$ cat src/rtl/game_selector.sv
// Active-game selector: holds the game index, routes button pulses to that game only,
// and muxes its value onto the display with an ID splash on switch and optional idle blanking.
module game_selector #(
    parameter int N_GAMES        = 4,
    parameter int N_BTN          = 7,
    parameter int ID_SHOW_CYCLES = 1000,
    parameter int IDLE_CYCLES    = 0,
    parameter int WRAP           = 1,
    localparam int SELW          = (N_GAMES > 1) ? $clog2(N_GAMES) : 1
) (
    input  logic                     clk,
    input  logic                     reset,
    input  logic [N_BTN-1:0]         btn_pulse,
    input  logic                     sw_next,
    input  logic                     sw_prev,
    input  logic [4*N_GAMES-1:0]     game_value,
    output logic [N_BTN*N_GAMES-1:0] game_btn,
    output logic [N_GAMES-1:0]       game_sel,
    output logic [SELW-1:0]          game_index,
    output logic [3:0]               display_value,
    output logic                     showing_id
);

    localparam int TW        = $clog2(ID_SHOW_CYCLES + 1);
    localparam int IW        = (IDLE_CYCLES > 1) ? $clog2(IDLE_CYCLES) : 1;
    localparam int IDLE_LAST = (IDLE_CYCLES > 0) ? IDLE_CYCLES - 1 : 0;

    typedef enum logic [1:0] {S_SHOW_ID, S_PLAY, S_BLANK} state_t;

    state_t          state_reg, state_next;
    logic [SELW-1:0] index_reg, index_next;
    logic [TW-1:0]   timer_reg, timer_next;
    logic [IW-1:0]   idle_reg, idle_next;
    logic [3:0]      display_reg, display_next;
    logic            sw_req, any_btn, fwd;

    assign sw_req  = sw_next ^ sw_prev;
    assign any_btn = |btn_pulse;
    // A switch pulse in the same cycle swallows the button.
    assign fwd     = (state_reg == S_PLAY) && !sw_req;

    always_ff @(posedge clk or posedge reset) begin
        if (reset) begin
            state_reg   <= S_SHOW_ID;
            index_reg   <= '0;
            timer_reg   <= TW'(ID_SHOW_CYCLES - 1);
            idle_reg    <= '0;
            display_reg <= 4'd0;
        end else begin
            state_reg   <= state_next;
            index_reg   <= index_next;
            timer_reg   <= timer_next;
            idle_reg    <= idle_next;
            display_reg <= display_next;
        end
    end

    always_comb begin
        state_next   = state_reg;
        index_next   = index_reg;
        timer_next   = timer_reg;
        idle_next    = idle_reg;
        display_next = display_reg;

        if (sw_req) begin
            if (sw_next) begin
                if (index_reg == SELW'(N_GAMES - 1))
                    index_next = (WRAP != 0) ? '0 : index_reg;
                else
                    index_next = index_reg + 1'b1;
            end else begin
                if (index_reg == '0)
                    index_next = (WRAP != 0) ? SELW'(N_GAMES - 1) : index_reg;
                else
                    index_next = index_reg - 1'b1;
            end
            state_next = S_SHOW_ID;
            timer_next = TW'(ID_SHOW_CYCLES - 1);
            idle_next  = '0;
        end else begin
            case (state_reg)
                S_SHOW_ID: begin
                    idle_next = '0;
                    if (any_btn || timer_reg == '0)
                        state_next = S_PLAY;
                    else
                        timer_next = timer_reg - 1'b1;
                end
                S_PLAY: begin
                    if (any_btn) begin
                        idle_next = '0;
                    end else if (IDLE_CYCLES > 0 && idle_reg == IW'(IDLE_LAST)) begin
                        state_next = S_BLANK;
                        idle_next  = '0;
                    end else if (IDLE_CYCLES > 0) begin
                        idle_next = idle_reg + 1'b1;
                    end
                end
                S_BLANK: begin
                    idle_next = '0;
                    if (any_btn)
                        state_next = S_PLAY;
                end
                default: state_next = S_SHOW_ID;
            endcase
        end

        // Display follows the state being entered so the splash lasts exactly the timer span.
        case (state_next)
            S_SHOW_ID: display_next = 4'(index_next);
            S_PLAY:    display_next = game_value[{index_next, 2'b00} +: 4];
            default:   display_next = 4'd12;
        endcase
    end

    generate
        for (genvar gi = 0; gi < N_GAMES; gi++) begin : g_route
            assign game_sel[gi] = (index_reg == SELW'(gi));
            assign game_btn[N_BTN*gi +: N_BTN] =
                (fwd && index_reg == SELW'(gi)) ? btn_pulse : '0;
        end
    endgenerate

    assign game_index    = index_reg;
    assign display_value = display_reg;
    assign showing_id    = (state_reg == S_SHOW_ID);

endmodule
$ cat config.mk
export PLATFORM = sky130hd
export DESIGN_NAME = game_selector
export DESIGN_NICKNAME = d
export VERILOG_FILES = /design/src/rtl/game_selector.sv
export SDC_FILE = /design/constraint.sdc
export NUM_CORES = 1
export LEC_CHECK = 0
export BUFFER_PORTS_ARGS = -buffer_cell sky130_fd_sc_hd__buf_2
export CAP_MARGIN = 40
export CELL_PAD_IN_SITES_DETAIL_PLACEMENT = 2
export CELL_PAD_IN_SITES_GLOBAL_PLACEMENT = 2
export CORE_UTILIZATION = 26
export CTS_CLUSTER_DIAMETER = 40
export DETAILED_ROUTE_END_ITERATION = 6
export GPL_TIMING_DRIVEN = 0
export PLACE_DENSITY = 0.76
export SYNTH_ARGS = -nofsm -noshare
export SYNTH_HDL_FRONTEND = slang
export SYNTH_SLANG_ARGS = --single-unit
$ cat constraint.sdc
create_clock -name clk -period 3.15 [get_ports clk]
set_input_delay 0 -clock clk [delete_from_list [all_inputs] [get_ports clk]]
set_output_delay 0 -clock clk [all_outputs]
set_load 0.01 [all_outputs]
==> flow_summary.json <==
{
  "status": "completed",
  "drt-met1-wl_mm": 2.05,
  "die_width_um": 76.6,
  "routedWlPerCell_um": 15.4,
  "rows": 26,
  "vdd.ir_drop.worst_mv": 0.334,
  "post_drt_via_cell_ratio": 4.90,
  "setup_violations": 0,
  "maximum_fanout_encountered_on_the_critical_timing_path": 8,
  "hold_end": "display_value[0]",
  "yosysWarningCount": 0,
  "final.setup_skew_ns": 0.00359,
  "critPathCaptureType": "flop",
  "finalHoldViolations": 0,
  "fraction_of_final_layout_cells_with_drive_strength_greater_than_1": 0.427,
  "synthDominantCellAreaShare": 0.173,
  "routed-wl-met2_mm": 2.49,
  "cell_taking_the_most_area_after_synthesis": "sky130_fd_sc_hd__dfrtp_1",
  "finalNetCount": 265,
  "hold_start": "game_value[0]",
  "synth.top_cells.by_area": "sky130_fd_sc_hd__dfrtp_1 17%, sky130_fd_sc_hd__dfstp_2 15%, sky130_fd_sc_hd__and3_1 11%",
  "crit_path_start_kind": "flop",
  "crit_type": "flop to flop",
  "power.clock.fraction": 0.159,
  "stdcell_count": 302,
  "crit-reg2reg-capture": "display_value[2]",
  "number_of_library_cell_types_mapped_by_synthesis": 38,
  "switching_share": 0.411,
  "core_region_area_um2": 5240,
  "power_frac_seq": 0.276,
  "cap_violations": 0,
  "layout.filler_cells": 611,
  "power.switching_mw": 0.441,
  "post_cts_repair_timing_setup_buffer_count": 0,
  "synth_sequential_area_ratio": 0.318,
  "p_int_mw": 0.633,
  "start_util": 0.276,
  "clock-sinks": 18,
  "detailedRoute.firstPassIterationCount": 4,
  "worst_slew_pin_slew_ns": 0.733,
  "gp_congestion": 0.778,
  "cts.clk_slew.worst_paths_ns": 0.07,
  "root_buffer": "sky130_fd_sc_hd__clkbuf_8",
  "hpwlAfterDp_mm": 3.80,
  "cts_max_path_buffers": 2,
  "highest_attainable_clock_frequency_mhz": 337,
  "worstPathArrival_ns": 3.10,
  "pwr_cell_area_nw_per_um2": 561,
  "r2r_slack_ns": 0.19,
  "max_slew_margin": 0.511,
  "syn_to_final_growth_pct": 32.3,
  "required_time_reported_for_the_critical_path_endpoint_ns": 3.29,
  "tritoncts_buffers": 3,
  "grt_start_max_net_pins": 19,
  "worstRegToRegCells": 9,
  "globalRouteOverflowTotal": 0,
  "crit_path_start": "game_index[1]",
  "design.die.area_um2": 5870,
  "total_leakage_power_nw": 1.04,
  "min_path_cells": 4,
  "pin_count": 66,
  "routed-via-count": 1481,
  "drc": 0,
  "final-max-slew-violation-count": 0,
  "multi_input_area_um2": 935,
  "p_comb_frac": 0.565,
  "seq_area_um2": 460,
  "clock_latency_ns": 0.25,
  "cts_repair_resized_insts": 0,
  "drtAntennaViolNets": 0,
  "asyncSetResetFlopFracSynth": 1.00,
  "first_global_vias": 1598,
  "antenna_violations_before_repair": 0,
  "synth_ff_type": "sky130_fd_sc_hd__dfrtp_1",
  "count_of_mapped_cells_out_of_synthesis": 162,
  "syn_std_cell_area_um2": 1450,
  "synth_enable_flop_cells": 0,
  "postSynthAreaPerCell_um2": 8.94,
  "synth_fp_nets": 194,
  "fin_crit_ns": 2.96,
  "antenna_cells_inserted": 0,
  "htree_num_levels": 1,
  "place_inst": 297,
  "height_of_the_die_um": 76.6,
  "rr_startpoint": "game_index[1]",
  "rsz0062_at_grt": "no",
  "io_buffer_count": 64,
  "most_used_standard_cell_by_instance_count_after_synthesis": "sky130_fd_sc_hd__and3_1",
  "fin_setup_tns_ns": 0,
  "drt-initial-drc-count": 29,
  "totalWireLength_mm": 4.66,
  "synth.top_cells.by_count": "26 x sky130_fd_sc_hd__and3_1, 16 x sky130_fd_sc_hd__nand2_1, 11 x sky130_fd_sc_hd__nor2_1, 10 x sky130_fd_sc_hd__dfrtp_1",
  "ys_ff_latch": 18,
  "wl_met3_um": 69,
  "number_of_flip_flops_under_the_largest_register_name": 10,
  "grt_first_pass_wirelength_mm": 7.80,
  "hold_path.class": "primary input to flop",
  "globalRouteTotalUtil": 0.164,
  "cts_tree": "yes",
  "finalCritPeriodShare": 0.941,
  "maxUsedRoutingLayer": "met4"
}
what timing repair did:
item | in CTS | in global routing
hold endpoints to repair | 10 | 0
setup endpoints to repair | 0 | 0
hold buffers | 1 | 0
critical path: stages, from the launching register on:
cell,delay [ns]
sky130_fd_sc_hd__dfrtp_1,0.41
sky130_fd_sc_hd__clkbuf_1,0.35
sky130_fd_sc_hd__inv_1,0.12
sky130_fd_sc_hd__ha_1,0.29
sky130_fd_sc_hd__clkbuf_1,0.36
sky130_fd_sc_hd__mux2_2,0.24
sky130_fd_sc_hd__nand2_1,0.05
sky130_fd_sc_hd__o21ai_1,0.33
sky130_fd_sc_hd__mux2_2,0.41
sky130_fd_sc_hd__o221a_2,0.29
through the flow:
step | utilization | setup WS, ns | power, mW | hold WS, ns | instance area, um2
final | 0.366 | 0.187 | 1.07 | 0.126 | 1920
after global routing | 0.366 | 0.0137 | 1.16 | 0.161 | 1920
after CTS | 0.366 | 0.168 | 1.09 | 0.131 | 1920
after detailed placement | 0.355 | 0.164 | 0.917 | 0.163 | 1860
after global placement | 0.354 | 0.241 | 0.903 | 0.141 | 1860
after floorplan | - | 0.582 | 0.704 | -0.0673 | 1450
routing by layer:
metal | track usage | vias up
met2 | 0.311 | 17
met1 | 0.193 | 732
li1 | - | 728
met5 | 0 | -
met3 | 0.0263 | 4
met4 | 0.0308 | 0
worst max-delay path by stage:
stage	slack, ns	end
after floorplan	0.58	display_value[2]
after global placement	0.24	display_value[2]
after detailed placement	0.16	display_value[2]
after CTS	0.17	display_value[2]
after global routing	0.01	display_value[2]
final	0.19	display_value[2]
cell type report:
class                      count  share of cell area
buffer                         7              0.0176
clock buffer                   4              0.0235
inverter                       5             0.00980
multi-input combinational    132               0.488
sequential                    18               0.240
tap                           70              0.0457
timing repair buffer          66               0.175
power groups by stage:
stage / clock network, mW / registers (mW) / logic [mW]
floorplan: 0 / 0.313 / 0.390
global placement: 0 / 0.301 / 0.601
detailed placement: 0 / 0.300 / 0.617
CTS: 0.175 / 0.298 / 0.617
global route: 0.186 / 0.303 / 0.667
finish: 0.170 / 0.297 / 0.607
logic make-up after synthesis:
group,count (synthesis),synth area share
fa+ha+maj,5,0.0432
mux,16,0.118
xor+xnor,7,0.0424
buf+inv,12,0.0363
compound gates,20,0.0899
flops,18,0.318
simple gates,84,0.353
cell usage in the layout (no fill, tap or decap), types with 2 or more instances in the layout:
cell                       instances
sky130_fd_sc_hd__buf_2            65
sky130_fd_sc_hd__and3_1           26
sky130_fd_sc_hd__nand2_1          16
sky130_fd_sc_hd__nor2_1           11
sky130_fd_sc_hd__dfrtp_1          10
sky130_fd_sc_hd__mux2i_1           8
sky130_fd_sc_hd__mux2_2            8
sky130_fd_sc_hd__dfstp_2           8
sky130_fd_sc_hd__clkbuf_1          7
sky130_fd_sc_hd__xnor2_1           7
sky130_fd_sc_hd__inv_1             5
sky130_fd_sc_hd__o21ai_0           5
sky130_fd_sc_hd__a21oi_1           5
sky130_fd_sc_hd__ha_1              5
sky130_fd_sc_hd__nor3_1            4
sky130_fd_sc_hd__and3_2            4
sky130_fd_sc_hd__nand2b_1          3
sky130_fd_sc_hd__or3_1             3
sky130_fd_sc_hd__o22ai_1           3
sky130_fd_sc_hd__clkbuf_8          3
sky130_fd_sc_hd__or4_4             2
sky130_fd_sc_hd__nor4_1            2
sky130_fd_sc_hd__nand3b_1          2
sky130_fd_sc_hd__o221a_2           2
sky130_fd_sc_hd__nor3b_1           2
Note: power is estimated with default switching activity, not from simulation.
